[src/rtl/alu_pkg.sv]
// alu_pkg: shared ALU widths, op encodings and the packed issue-entry type.
package alu_pkg;
   localparam int DATA_W     = 32;
   localparam int ALU_CTRL_W = 4;
   localparam int BONUS_W    = 3;
   localparam logic [ALU_CTRL_W-1:0] OP_AND = 4'b0000;
   localparam logic [ALU_CTRL_W-1:0] OP_OR  = 4'b0001;
   localparam logic [ALU_CTRL_W-1:0] OP_ADD = 4'b0010;
   localparam logic [ALU_CTRL_W-1:0] OP_SUB = 4'b0110;
   localparam logic [ALU_CTRL_W-1:0] OP_SLT = 4'b0111;
   localparam logic [ALU_CTRL_W-1:0] OP_NOR = 4'b1100;
   typedef struct packed {
      logic [DATA_W-1:0]     src1;
      logic [DATA_W-1:0]     src2;
      logic [ALU_CTRL_W-1:0] alu_ctrl;
      logic [BONUS_W-1:0]    bonus_ctrl;
      logic                  fwd1;
      logic                  fwd2;
   } issue_entry_t;
endpackage

[src/rtl/alu_issue_stage_if.sv]
// alu_issue_stage_if: decode-side, ALU-side and status signals of the issue stage.
interface alu_issue_stage_if import alu_pkg::*; #(
   parameter int WIDTH = 32,
   parameter int CNT_W = 16
);
   logic                  in_valid;
   logic                  in_ready;
   logic [WIDTH-1:0]      in_src1;
   logic [WIDTH-1:0]      in_src2;
   logic [ALU_CTRL_W-1:0] in_alu_ctrl;
   logic [BONUS_W-1:0]    in_bonus_ctrl;
   logic                  in_fwd1;
   logic                  in_fwd2;
   logic                  out_valid;
   logic                  out_ready;
   logic [WIDTH-1:0]      out_src1;
   logic [WIDTH-1:0]      out_src2;
   logic [ALU_CTRL_W-1:0] out_alu_ctrl;
   logic [BONUS_W-1:0]    out_bonus_ctrl;
   logic [WIDTH-1:0]      alu_result;
   logic                  alu_overflow;
   logic                  clear_sticky;
   logic                  ovf_sticky;
   logic [CNT_W-1:0]      op_count;
   modport slave (
      input  in_valid, in_src1, in_src2, in_alu_ctrl, in_bonus_ctrl, in_fwd1, in_fwd2,
      input  out_ready, alu_result, alu_overflow, clear_sticky,
      output in_ready, out_valid, out_src1, out_src2, out_alu_ctrl, out_bonus_ctrl,
      output ovf_sticky, op_count
   );
   modport master (
      output in_valid, in_src1, in_src2, in_alu_ctrl, in_bonus_ctrl, in_fwd1, in_fwd2,
      output out_ready, alu_result, alu_overflow, clear_sticky,
      input  in_ready, out_valid, out_src1, out_src2, out_alu_ctrl, out_bonus_ctrl,
      input  ovf_sticky, op_count
   );
endinterface

[src/rtl/alu_issue_fifo.sv]
// alu_issue_fifo: power-of-two circular buffer of issue entries with occupancy count.
module alu_issue_fifo import alu_pkg::*; #(
   parameter int DEPTH = 2
) (
   input  logic                     clk,
   input  logic                     rst,
   input  logic                     push,
   input  logic                     pop,
   input  issue_entry_t             wr_data,
   output issue_entry_t             head,
   output logic [$clog2(DEPTH):0]   count
);
   localparam int PW = $clog2(DEPTH);
   localparam logic [PW-1:0] P1 = 1;
   localparam logic [PW:0]   C1 = 1;
   issue_entry_t    mem_q [DEPTH];
   logic [PW-1:0]   wr_ptr_q, wr_ptr_d, rd_ptr_q, rd_ptr_d;
   logic [PW:0]     count_q, count_d;
   always_comb begin
      wr_ptr_d = push ? wr_ptr_q + P1 : wr_ptr_q;
      rd_ptr_d = pop ? rd_ptr_q + P1 : rd_ptr_q;
      count_d  = (push && !pop) ? count_q + C1 : (pop && !push) ? count_q - C1 : count_q;
   end
   always_ff @(posedge clk or posedge rst) begin
      if (rst) begin
         wr_ptr_q <= '0;
         rd_ptr_q <= '0;
         count_q  <= '0;
      end else begin
         wr_ptr_q <= wr_ptr_d;
         rd_ptr_q <= rd_ptr_d;
         count_q  <= count_d;
      end
   end
   // Storage needs no reset: the head is only observed while count is non-zero.
   always_ff @(posedge clk) begin
      if (push) mem_q[wr_ptr_q] <= wr_data;
   end
   assign head  = mem_q[rd_ptr_q];
   assign count = count_q;
endmodule

[src/rtl/alu_issue_stage.sv]
// alu_issue_stage: buffers decoded ALU ops, forwards the last result into operands,
// and tracks issued-op count and sticky overflow from the ALU feedback.
module alu_issue_stage import alu_pkg::*; #(
   parameter int DEPTH = 2,
   parameter int WIDTH = 32,
   parameter int CNT_W = 16
) (
   input logic              clk,
   input logic              rst,
   alu_issue_stage_if.slave io
);
   localparam logic [$clog2(DEPTH):0] FULL = DEPTH;
   localparam logic [CNT_W-1:0]       CNT1 = 1;
   issue_entry_t                wr_data, head;
   logic [$clog2(DEPTH):0]      count;
   logic                        push, pop;
   logic [WIDTH-1:0]            last_result_q, last_result_d;
   logic [CNT_W-1:0]            op_count_q, op_count_d;
   logic                        ovf_sticky_q, ovf_sticky_d;
   // Readiness depends on occupancy only, so a full buffer never admits a push on a pop cycle.
   assign io.in_ready  = count != FULL;
   assign io.out_valid = count != '0;
   assign push = io.in_valid && io.in_ready;
   assign pop  = io.out_valid && io.out_ready;
   assign wr_data = '{src1: io.in_src1, src2: io.in_src2, alu_ctrl: io.in_alu_ctrl,
                      bonus_ctrl: io.in_bonus_ctrl, fwd1: io.in_fwd1, fwd2: io.in_fwd2};
   alu_issue_fifo #(.DEPTH(DEPTH)) u_fifo (
      .clk     (clk),
      .rst     (rst),
      .push    (push),
      .pop     (pop),
      .wr_data (wr_data),
      .head    (head),
      .count   (count)
   );
   always_comb begin
      io.out_src1       = !io.out_valid ? '0 : head.fwd1 ? last_result_q : head.src1;
      io.out_src2       = !io.out_valid ? '0 : head.fwd2 ? last_result_q : head.src2;
      io.out_alu_ctrl   = io.out_valid ? head.alu_ctrl : '0;
      io.out_bonus_ctrl = io.out_valid ? head.bonus_ctrl : '0;
      last_result_d     = pop ? io.alu_result : last_result_q;
      op_count_d        = pop ? op_count_q + CNT1 : op_count_q;
      ovf_sticky_d      = (pop && io.alu_overflow) || (ovf_sticky_q && !io.clear_sticky);
   end
   always_ff @(posedge clk or posedge rst) begin
      if (rst) begin
         last_result_q <= '0;
         op_count_q    <= '0;
         ovf_sticky_q  <= 1'b0;
      end else begin
         last_result_q <= last_result_d;
         op_count_q    <= op_count_d;
         ovf_sticky_q  <= ovf_sticky_d;
      end
   end
   assign io.ovf_sticky = ovf_sticky_q;
   assign io.op_count   = op_count_q;
endmodule
[src/flat_wrapper.sv]
// flat-port wrapper written by rule: the top's interface ports become plain ports
module alu_issue_stage_flat import alu_pkg::*;
#(
   parameter int DEPTH = 2,
   parameter int WIDTH = 32,
   parameter int CNT_W = 16
)
  (clk, rst, io_in_valid, io_in_src1, io_in_src2, io_in_alu_ctrl, io_in_bonus_ctrl, io_in_fwd1, io_in_fwd2, io_out_ready, io_alu_result, io_alu_overflow, io_clear_sticky, io_in_ready, io_out_valid, io_out_src1, io_out_src2, io_out_alu_ctrl, io_out_bonus_ctrl, io_ovf_sticky, io_op_count);
  alu_issue_stage_if #(.WIDTH(WIDTH), .CNT_W(CNT_W)) io_i ();
  input logic clk;
  input logic rst;
  input wire logic [$bits(io_i.in_valid)-1:0] io_in_valid;
  input wire logic [$bits(io_i.in_src1)-1:0] io_in_src1;
  input wire logic [$bits(io_i.in_src2)-1:0] io_in_src2;
  input wire logic [$bits(io_i.in_alu_ctrl)-1:0] io_in_alu_ctrl;
  input wire logic [$bits(io_i.in_bonus_ctrl)-1:0] io_in_bonus_ctrl;
  input wire logic [$bits(io_i.in_fwd1)-1:0] io_in_fwd1;
  input wire logic [$bits(io_i.in_fwd2)-1:0] io_in_fwd2;
  input wire logic [$bits(io_i.out_ready)-1:0] io_out_ready;
  input wire logic [$bits(io_i.alu_result)-1:0] io_alu_result;
  input wire logic [$bits(io_i.alu_overflow)-1:0] io_alu_overflow;
  input wire logic [$bits(io_i.clear_sticky)-1:0] io_clear_sticky;
  output wire logic [$bits(io_i.in_ready)-1:0] io_in_ready;
  output wire logic [$bits(io_i.out_valid)-1:0] io_out_valid;
  output wire logic [$bits(io_i.out_src1)-1:0] io_out_src1;
  output wire logic [$bits(io_i.out_src2)-1:0] io_out_src2;
  output wire logic [$bits(io_i.out_alu_ctrl)-1:0] io_out_alu_ctrl;
  output wire logic [$bits(io_i.out_bonus_ctrl)-1:0] io_out_bonus_ctrl;
  output wire logic [$bits(io_i.ovf_sticky)-1:0] io_ovf_sticky;
  output wire logic [$bits(io_i.op_count)-1:0] io_op_count;
  assign io_i.in_valid = io_in_valid;
  assign io_i.in_src1 = io_in_src1;
  assign io_i.in_src2 = io_in_src2;
  assign io_i.in_alu_ctrl = io_in_alu_ctrl;
  assign io_i.in_bonus_ctrl = io_in_bonus_ctrl;
  assign io_i.in_fwd1 = io_in_fwd1;
  assign io_i.in_fwd2 = io_in_fwd2;
  assign io_i.out_ready = io_out_ready;
  assign io_i.alu_result = io_alu_result;
  assign io_i.alu_overflow = io_alu_overflow;
  assign io_i.clear_sticky = io_clear_sticky;
  assign io_in_ready = io_i.in_ready;
  assign io_out_valid = io_i.out_valid;
  assign io_out_src1 = io_i.out_src1;
  assign io_out_src2 = io_i.out_src2;
  assign io_out_alu_ctrl = io_i.out_alu_ctrl;
  assign io_out_bonus_ctrl = io_i.out_bonus_ctrl;
  assign io_ovf_sticky = io_i.ovf_sticky;
  assign io_op_count = io_i.op_count;
  alu_issue_stage #(.DEPTH(DEPTH), .WIDTH(WIDTH), .CNT_W(CNT_W)) u_core (.clk(clk), .rst(rst), .io(io_i));
endmodule
[config.mk]
export PLATFORM = sky130hd
export DESIGN_NAME = alu_issue_stage_flat
export DESIGN_NICKNAME = d
export VERILOG_FILES = /design/src/rtl/alu_pkg.sv /design/src/rtl/alu_issue_stage_if.sv /design/src/rtl/alu_issue_fifo.sv /design/src/rtl/alu_issue_stage.sv /design/src/flat_wrapper.sv
export SDC_FILE = /design/constraint.sdc
export NUM_CORES = 1
export LEC_CHECK = 0
export ABC_AREA = 0
export ABC_CLOCK_PERIOD_IN_PS = 6000
export BUFFER_PORTS_ARGS = -buffer_cell sky130_fd_sc_hd__clkbuf_2
export CAP_MARGIN = 40
export CORE_UTILIZATION = 45
export DETAILED_ROUTE_END_ITERATION = 12
export GPL_ROUTABILITY_DRIVEN = 0
export HOLD_SLACK_MARGIN = 0.08
export PLACE_DENSITY_LB_ADDON = 0.3
export SLEW_MARGIN = 25
export SYNTH_ARGS = -nofsm -noshare
export SYNTH_HDL_FRONTEND = slang
export SYNTH_SLANG_ARGS = --single-unit
[constraint.sdc]
create_clock -name clk -period 6 [get_ports clk]
set_input_delay 1.2 -clock clk [delete_from_list [all_inputs] [get_ports clk]]
set_output_delay 1.2 -clock clk [all_outputs]
set_load 0.02 [all_outputs]
==> impl_metrics.env, run 1 <==
export IMPL_status="completed"
export IMPL_max_stage_delay_ns=0.64
export IMPL_path_depth=6
export IMPL_ctsHoldBuffers=0
export IMPL_pwr_share_clk=0.200
export IMPL_dp_hpwl_um=12370
export IMPL_antenna_found_initial=0
export IMPL_r2r_slack_ns=3.35
export IMPL_path_cells="mux2i_4, buf_8, buf_4, nor2_1, a211oi_1, clkbuf_2"
export IMPL_yosysSeqAreaShare=0.7038
export IMPL_post_cts_resized=0
export IMPL_maxCapViolations=0
export IMPL_critical_path_buf_inv_count=3
export IMPL_rr_startpoint="u_core.u_fifo.count[0]$_DFFE_PP0P_"
export IMPL_ff2ff_path_depth=7
export IMPL_synth_top_cells_by_count="edfxtp_1, nand2_1, nor2_1"
export IMPL_clkLatencyLatePin_ns=0.43
export IMPL_grt_max_degree=56
export IMPL_drive_gt1_frac=0.3144
export IMPL_critPathTopFamily="buffers and inverters"
export IMPL_clk_pin_slew_ns=0.07
export IMPL_p_sw_frac=0.4050
export IMPL_skew_ns=0.01206
export IMPL_htree_num_levels=4
export IMPL_rows=48
export IMPL_p_comb_frac=0.420
export IMPL_grt_pass1_wl_um=27920
export IMPL_overflow=0
export IMPL_drc=0
export IMPL_yosys_area_top_type="edfxtp_1"
export IMPL_final_net_count=908
export IMPL_yosysTopAreaCellShare=0.5403
export IMPL_whs_ns=0.4931
export IMPL_synth_xor_area_share=0.02159
export IMPL_synth_most_common_cell="edfxtp_1"
export IMPL_synth_simple_area_share=0.09946
export IMPL_fmax_ghz=0.2568
export IMPL_start_util=0.4643
export IMPL_synth_cell_type_count=27
export IMPL_grt_use_total=0.2029
export IMPL_setup_tns_ns=0
export IMPL_power_internal_mw=3.307
export IMPL_post_cts_buffers=0
export IMPL_drt_iter0_drc=278
export IMPL_grt_pass1_vias=5435
export IMPL_async_flop_share=0.2663
export IMPL_synth_edff_count=146
export IMPL_die_width_um=136.3
export IMPL_power_switching_mw=2.251
export IMPL_fin_crit_sh=0.6489
export IMPL_synth_area_leaders="edfxtp_1, dfrtp_1, mux2i_1, a211oi_1, nand2_1"
export IMPL_cellLeakagePower_nw=4.322
export IMPL_end_kind="output port"
export IMPL_clock_sinks=199
export IMPL_dp_slack_ns=2.555
export IMPL_routed_wl_um=18080
export IMPL_hold_path_startpoint="u_core.io.op_count[15]$_DFFE_PP0P_"
export IMPL_clock_path_buffers=2
export IMPL_cp_max_fo=26
export IMPL_ant_nets=0
export IMPL_hp_class="reg2reg"
export IMPL_synth_top_family_by_area="simple AND/OR/NAND/NOR gates"
export IMPL_synth_compound_area_share=0.05983
export IMPL_hold_violations=0
export IMPL_slew_limit_headroom=0.4676
export IMPL_core_area_um2=17480
export IMPL_whs_path_depth=1
export IMPL_slew_viol_final=0
export IMPL_crit_arrival_ns=2.69
export IMPL_cts_made_buffers=17
export IMPL_wl_per_cell_um=17.50
export IMPL_regArea_um2=5714
export IMPL_diodes=0
export IMPL_setup_viol=0
export IMPL_rsz0062_at_grt="no"
export IMPL_ioPinCount=201
export IMPL_first_pass_iters=4
export IMPL_worst_setup_path_type="reg2out"
export IMPL_yosys_warnings=0
export IMPL_port_buffers=200
export IMPL_worstPathRequired_ns=4.80
export IMPL_power_mw=5.558
export IMPL_syn_area_per_cell_um2=13.55
export IMPL_finalCriticalPeriod_ns=3.894
export IMPL_syn_to_final_growth_pct=23.69
export IMPL_power_density_nw_per_um2=553.8
export IMPL_syn_inst=599
export IMPL_synth_ff_type="edfxtp_1"
export IMPL_critPathLaunchType="flop"
export IMPL_via_per_inst=5.184
export IMPL_cts_root_buffer="clkbuf_16"
export IMPL_multiInputGateArea_um2=2267
export IMPL_synth_cell_area_um2=8114
export IMPL_cts_tree="yes"
export IMPL_cp_startpoint="u_core.u_fifo.rd_ptr_q$_DFFE_PP0P_"
export IMPL_die_area_um2=18570
export IMPL_fill_cells=1453
export IMPL_ys_ff_latch=199
export IMPL_p_seq_frac=0.380
export IMPL_worst_pin_slew_ns=0.7986
export IMPL_num_vias=5355
export IMPL_synth_nets=712
export IMPL_cp_slowest_cell="dfrtp_4"
export IMPL_die_height_um=136.3
export IMPL_irDropWorstVdd_mv=0.4016
export IMPL_synth_fa_ha_area_frac=0.003084
export IMPL_muxShareOfSynthArea=0.09052
export IMPL_finalWorstSetupSlack_ns=2.106
-- worst paths after layout --
path / endpoint
max in group asynchronous: u_core.u_fifo.rd_ptr_q$_DFFE_PP0P_
min in group asynchronous: u_core.last_result_q[3]$_DFFE_PP0P_
worst min-delay path: u_core.io.op_count[15]$_DFFE_PP0P_
worst max register to register: u_core.io.op_count[15]$_DFFE_PP0P_
worst max-delay path: io_out_src1[16]
worst min register to register: u_core.io.op_count[15]$_DFFE_PP0P_
-- registers in the layout (all words and copies together), names as in the netlist --
| signal | cells |
|---|---|
| u_core.u_fifo.rd_ptr_q | 1 |
| u_core.io.ovf_sticky | 1 |
| u_core.io.op_count | 16 |
| u_core.u_fifo.wr_ptr_q | 1 |
| u_core.u_fifo.mem_q | 146 |
| u_core.last_result_q | 32 |
| u_core.u_fifo.count | 2 |
-- power groups by stage --
stage,Sequential (mW),Clock (mW),Combinational (mW)
global placement,2.13,0,2.24
floorplan,2.09,0,1.57
detailed placement,2.14,0,2.36
CTS,2.11,1.14,2.37
global route,2.15,1.18,2.53
finish,2.11,1.11,2.34
-- logic make-up after synthesis --
kind of cell	Yosys count
mux	73
xor+xnor	20
fa+ha+maj	2
buf+inv	41
flops	199
compound gates	65
simple gates	199
-- layout make-up --
type / instances / area share
Clock buffer: 17 / 0.04239
Multi-Input combinational cell: 359 / 0.2259
Inverter: 6 / 0.002493
Clock inverter: 15 / 0.01471
Tap cell: 225 / 0.02805
Sequential cell: 199 / 0.5694
Timing Repair Buffer: 212 / 0.1171
-- stage by stage --
step,instance area (µm²),instances,util
6_report,10040,1033,0.5742
5_1_grt,10040,1033,0.5742
4_1_cts,10040,1033,0.5742
3_5_place_dp,9463,1001,0.5415
3_3_place_gp,9334,995,0.5341
2_1_floorplan,8114,599,-
-- placed cells by master (no fill, tap or decap) --
cell | netlist | final
clkinv_2 | 0 | 3
mux2i_4 | 0 | 2
or2_1 | 1 | 1
nor4_4 | 1 | 1
inv_4 | 1 | 1
buf_8 | 0 | 1
nor3_2 | 1 | 1
nand3_1 | 7 | 7
nand2b_1 | 1 | 1
clkbuf_16 | 0 | 17
bufinv_16 | 0 | 2
inv_6 | 0 | 4
a211oi_1 | 64 | 64
clkinvlp_4 | 0 | 4
nand2_1 | 106 | 106
o21ai_0 | 1 | 1
inv_1 | 4 | 3
nor2_1 | 75 | 74
and2_2 | 0 | 1
nor2_4 | 0 | 2
buf_4 | 1 | 6
and3_1 | 2 | 1
nand4_1 | 1 | 1
buf_6 | 0 | 1
dfrtp_1 | 53 | 52
ha_1 | 2 | 2
clkbuf_2 | 0 | 200
inv_2 | 1 | 2
clkinv_1 | 0 | 2
buf_16 | 0 | 3
xnor2_1 | 15 | 15
edfxtp_1 | 146 | 146
buf_12 | 0 | 1
mux2i_1 | 72 | 71
and4_1 | 2 | 2
and3_4 | 0 | 1
dfrtp_4 | 0 | 1
xor2_1 | 5 | 5
-- worst register-to-register path, cell delays in order, from the launching register on --
cell and delay, ns:
dfrtp_1 0.45, nor2_4 0.13, inv_2 0.08, and2_2 0.67, inv_4 0.40, nor4_4 0.49
nand4_1 0.17, xnor2_1 0.16
-- routing by layer --
metal  GRT usage  up-vias  routed length (µm)
met5           0        -                   0
met4     0.06605        0                 235
met3     0.05854       16                1077
met2      0.3435      155                9060
met1      0.2486     2630                7702
li1            -     2554                   -
No activity file was read; power rests on OpenSTA's default activity.
==> inputs of run 2 (changes only) <==
--- a/config.mk
+++ b/config.mk
@@ -6,7 +6,7 @@
 export NUM_CORES = 1
 export LEC_CHECK = 0
 export ABC_AREA = 0
-export ABC_CLOCK_PERIOD_IN_PS = 6000
+export ABC_CLOCK_PERIOD_IN_PS = 3800
 export BUFFER_PORTS_ARGS = -buffer_cell sky130_fd_sc_hd__clkbuf_2
 export CAP_MARGIN = 40
 export CORE_UTILIZATION = 45
==> constraint.sdc (replaced) <==
create_clock -name clk -period 3.8 [get_ports clk]
set_input_delay 0.76 -clock clk [delete_from_list [all_inputs] [get_ports clk]]
set_output_delay 0.76 -clock clk [all_outputs]
set_load 0.02 [all_outputs]
==> impl_metrics.env, run 2 (synthesis results as in run 1) <==
export IMPL_max_stage_delay_ns=0.84
export IMPL_clk_pin_slew_ns=0.08
export IMPL_fin_crit_sh=0.9040
export IMPL_via_per_inst=5.232
export IMPL_drive_gt1_frac=0.3168
export IMPL_die_width_um=136.3
export IMPL_final_common_cell="clkbuf_2"
export IMPL_hold_violations=0
export IMPL_start_util=0.4643
export IMPL_hp_class="in2async"
export IMPL_port_buffers=200
export IMPL_skew_ns=0.01618
export IMPL_worst_setup_path_type="reg2out"
export IMPL_power_mw=8.765
export IMPL_clkLatencyLatePin_ns=0.44
export IMPL_rr_startpoint="u_core.u_fifo.count[0]$_DFFE_PP0P_"
export IMPL_ant_nets=0
export IMPL_final_cell_mix="clkbuf_2, edfxtp_1, nand2_1, nor2_1, mux2i_1"
export IMPL_ff2ff_path_depth=7
export IMPL_fill_cells=1439
export IMPL_rows=48
export IMPL_slew_limit_headroom=0.5597
export IMPL_grt_use_total=0.2040
export IMPL_core_area_um2=17480
export IMPL_cts_made_buffers=17
export IMPL_end_kind="output port"
export IMPL_clock_sinks=199
export IMPL_crit_arrival_ns=2.68
export IMPL_wl_per_cell_um=17.84
export IMPL_cts_root_buffer="clkbuf_16"
export IMPL_power_density_nw_per_um2=874.3
export IMPL_cp_max_fo=40
export IMPL_maxCapViolations=0
export IMPL_routed_wl_um=18430
export IMPL_cp_slowest_cell="dfrtp_4"
export IMPL_critPathLaunchType="flop"
export IMPL_status="completed"
export IMPL_rr_endpoint="u_core.u_fifo.count[1]$_DFFE_PP0P_"
export IMPL_ioPinCount=201
export IMPL_diodes=0
export IMPL_worstPathRequired_ns=3.04
export IMPL_irDropWorstVdd_mv=0.6398
export IMPL_setup_tns_ns=0
export IMPL_grt_pass1_wl_um=27840
export IMPL_drc=0
export IMPL_setup_viol=0
export IMPL_post_cts_resized=0
export IMPL_antenna_found_initial=0
export IMPL_rsz0062_at_grt="no"
export IMPL_dp_hpwl_um=12400
export IMPL_regMostFlops="u_core.u_fifo.mem_q"
export IMPL_path_cells="mux2i_4, buf_4, nor2_1, a211oi_1, clkbuf_2"
export IMPL_post_cts_buffers=0
export IMPL_largest_register_ffs=146
export IMPL_clock_path_buffers=2
export IMPL_first_pass_iters=4
export IMPL_die_height_um=136.3
export IMPL_cellLeakagePower_nw=4.320
export IMPL_worst_pin_slew_ns=0.6594
export IMPL_ctsHoldBuffers=0
export IMPL_htree_num_levels=4
export IMPL_overflow=0
export IMPL_final_net_count=908
export IMPL_r2r_slack_ns=1.50
export IMPL_drt_iter0_drc=376
export IMPL_fmax_ghz=0.2911
export IMPL_num_vias=5405
export IMPL_grt_pass1_vias=5408
export IMPL_finalCriticalPeriod_ns=3.435
export IMPL_slew_viol_final=0
export IMPL_die_area_um2=18570
export IMPL_syn_to_final_growth_pct=23.55
export IMPL_grt_max_degree=65
export IMPL_cts_tree="yes"
run 2: how the worst max path moves through the flow:
stage	slack, ns	endpoint	cells after the start	start
5_1_grt	0.16	io_out_src2[0]	5	u_core.u_fifo.rd_ptr_q$_DFFE_PP0P_
3_5_place_dp	0.82	io_out_src2[0]	5	u_core.u_fifo.rd_ptr_q$_DFFE_PP0P_
2_1_floorplan	0.61	u_core.u_fifo.mem_q[0][0]$_DFFE_PP_	2	io_in_valid
3_3_place_gp	0.83	io_out_src2[0]	5	u_core.u_fifo.rd_ptr_q$_DFFE_PP0P_
4_1_cts	0.34	io_out_src2[0]	5	u_core.u_fifo.rd_ptr_q$_DFFE_PP0P_
6_report	0.36	io_out_src2[0]	5	u_core.u_fifo.rd_ptr_q$_DFFE_PP0P_
run 2: area by class of cell:
cell class,count,area (µm²),share of cell area
Sequential cell,199,5714,0.5700
Multi-Input combinational cell,359,2267,0.2262
Timing Repair Buffer,212,1129,0.1126
Clock buffer,17,425.4,0.04244
Tap cell,225,281.5,0.02808
Clock inverter,15,182.7,0.01822
Inverter,6,25.02,0.002496
run 2: worst max-delay path: cells and delay by family, from the launching register on:
family / cells / cell delay, ns
and+or+nand+nor: 1 / 0.07
DFF: 1 / 0.84
AOI/OAI and AO/OA: 1 / 0.34
buffers and inverters: 2 / 0.65
muxes: 1 / 0.33
run 2: per-layer routing:
layer	share of wire	up-vias	global-route usage
li1	-	2561	-
met1	0.44	2625	0.2576
met2	0.49	190	0.3345
met3	0.056	29	0.05257
met4	0.020	0	0.08148
met5	0	-	0
run 2: power by group:
part           switching [mW]  leakage (nW)  internal (mW)
Clock                   0.901         0.287          0.889
Sequential              0.388          2.02           2.98
Combinational            2.37          2.01           1.24
Total                    3.66          4.32           5.10
run 2: through the flow:
step / util / worst slack [ns] / hold WS (ns) / cell area [µm²] / instances
5_1_grt: 0.5736 / 0.1619 / 0.4195 / 10020 / 1033
3_3_place_gp: 0.5377 / 0.8321 / 0.4618 / 9397 / 1000
4_1_cts: 0.5736 / 0.3353 / 0.3950 / 10020 / 1033
3_5_place_dp: 0.5388 / 0.8189 / 0.4827 / 9417 / 1001
6_report: 0.5736 / 0.3649 / 0.3912 / 10020 / 1033
2_1_floorplan: - / 0.6149 / 0.4691 / 8117 / 599
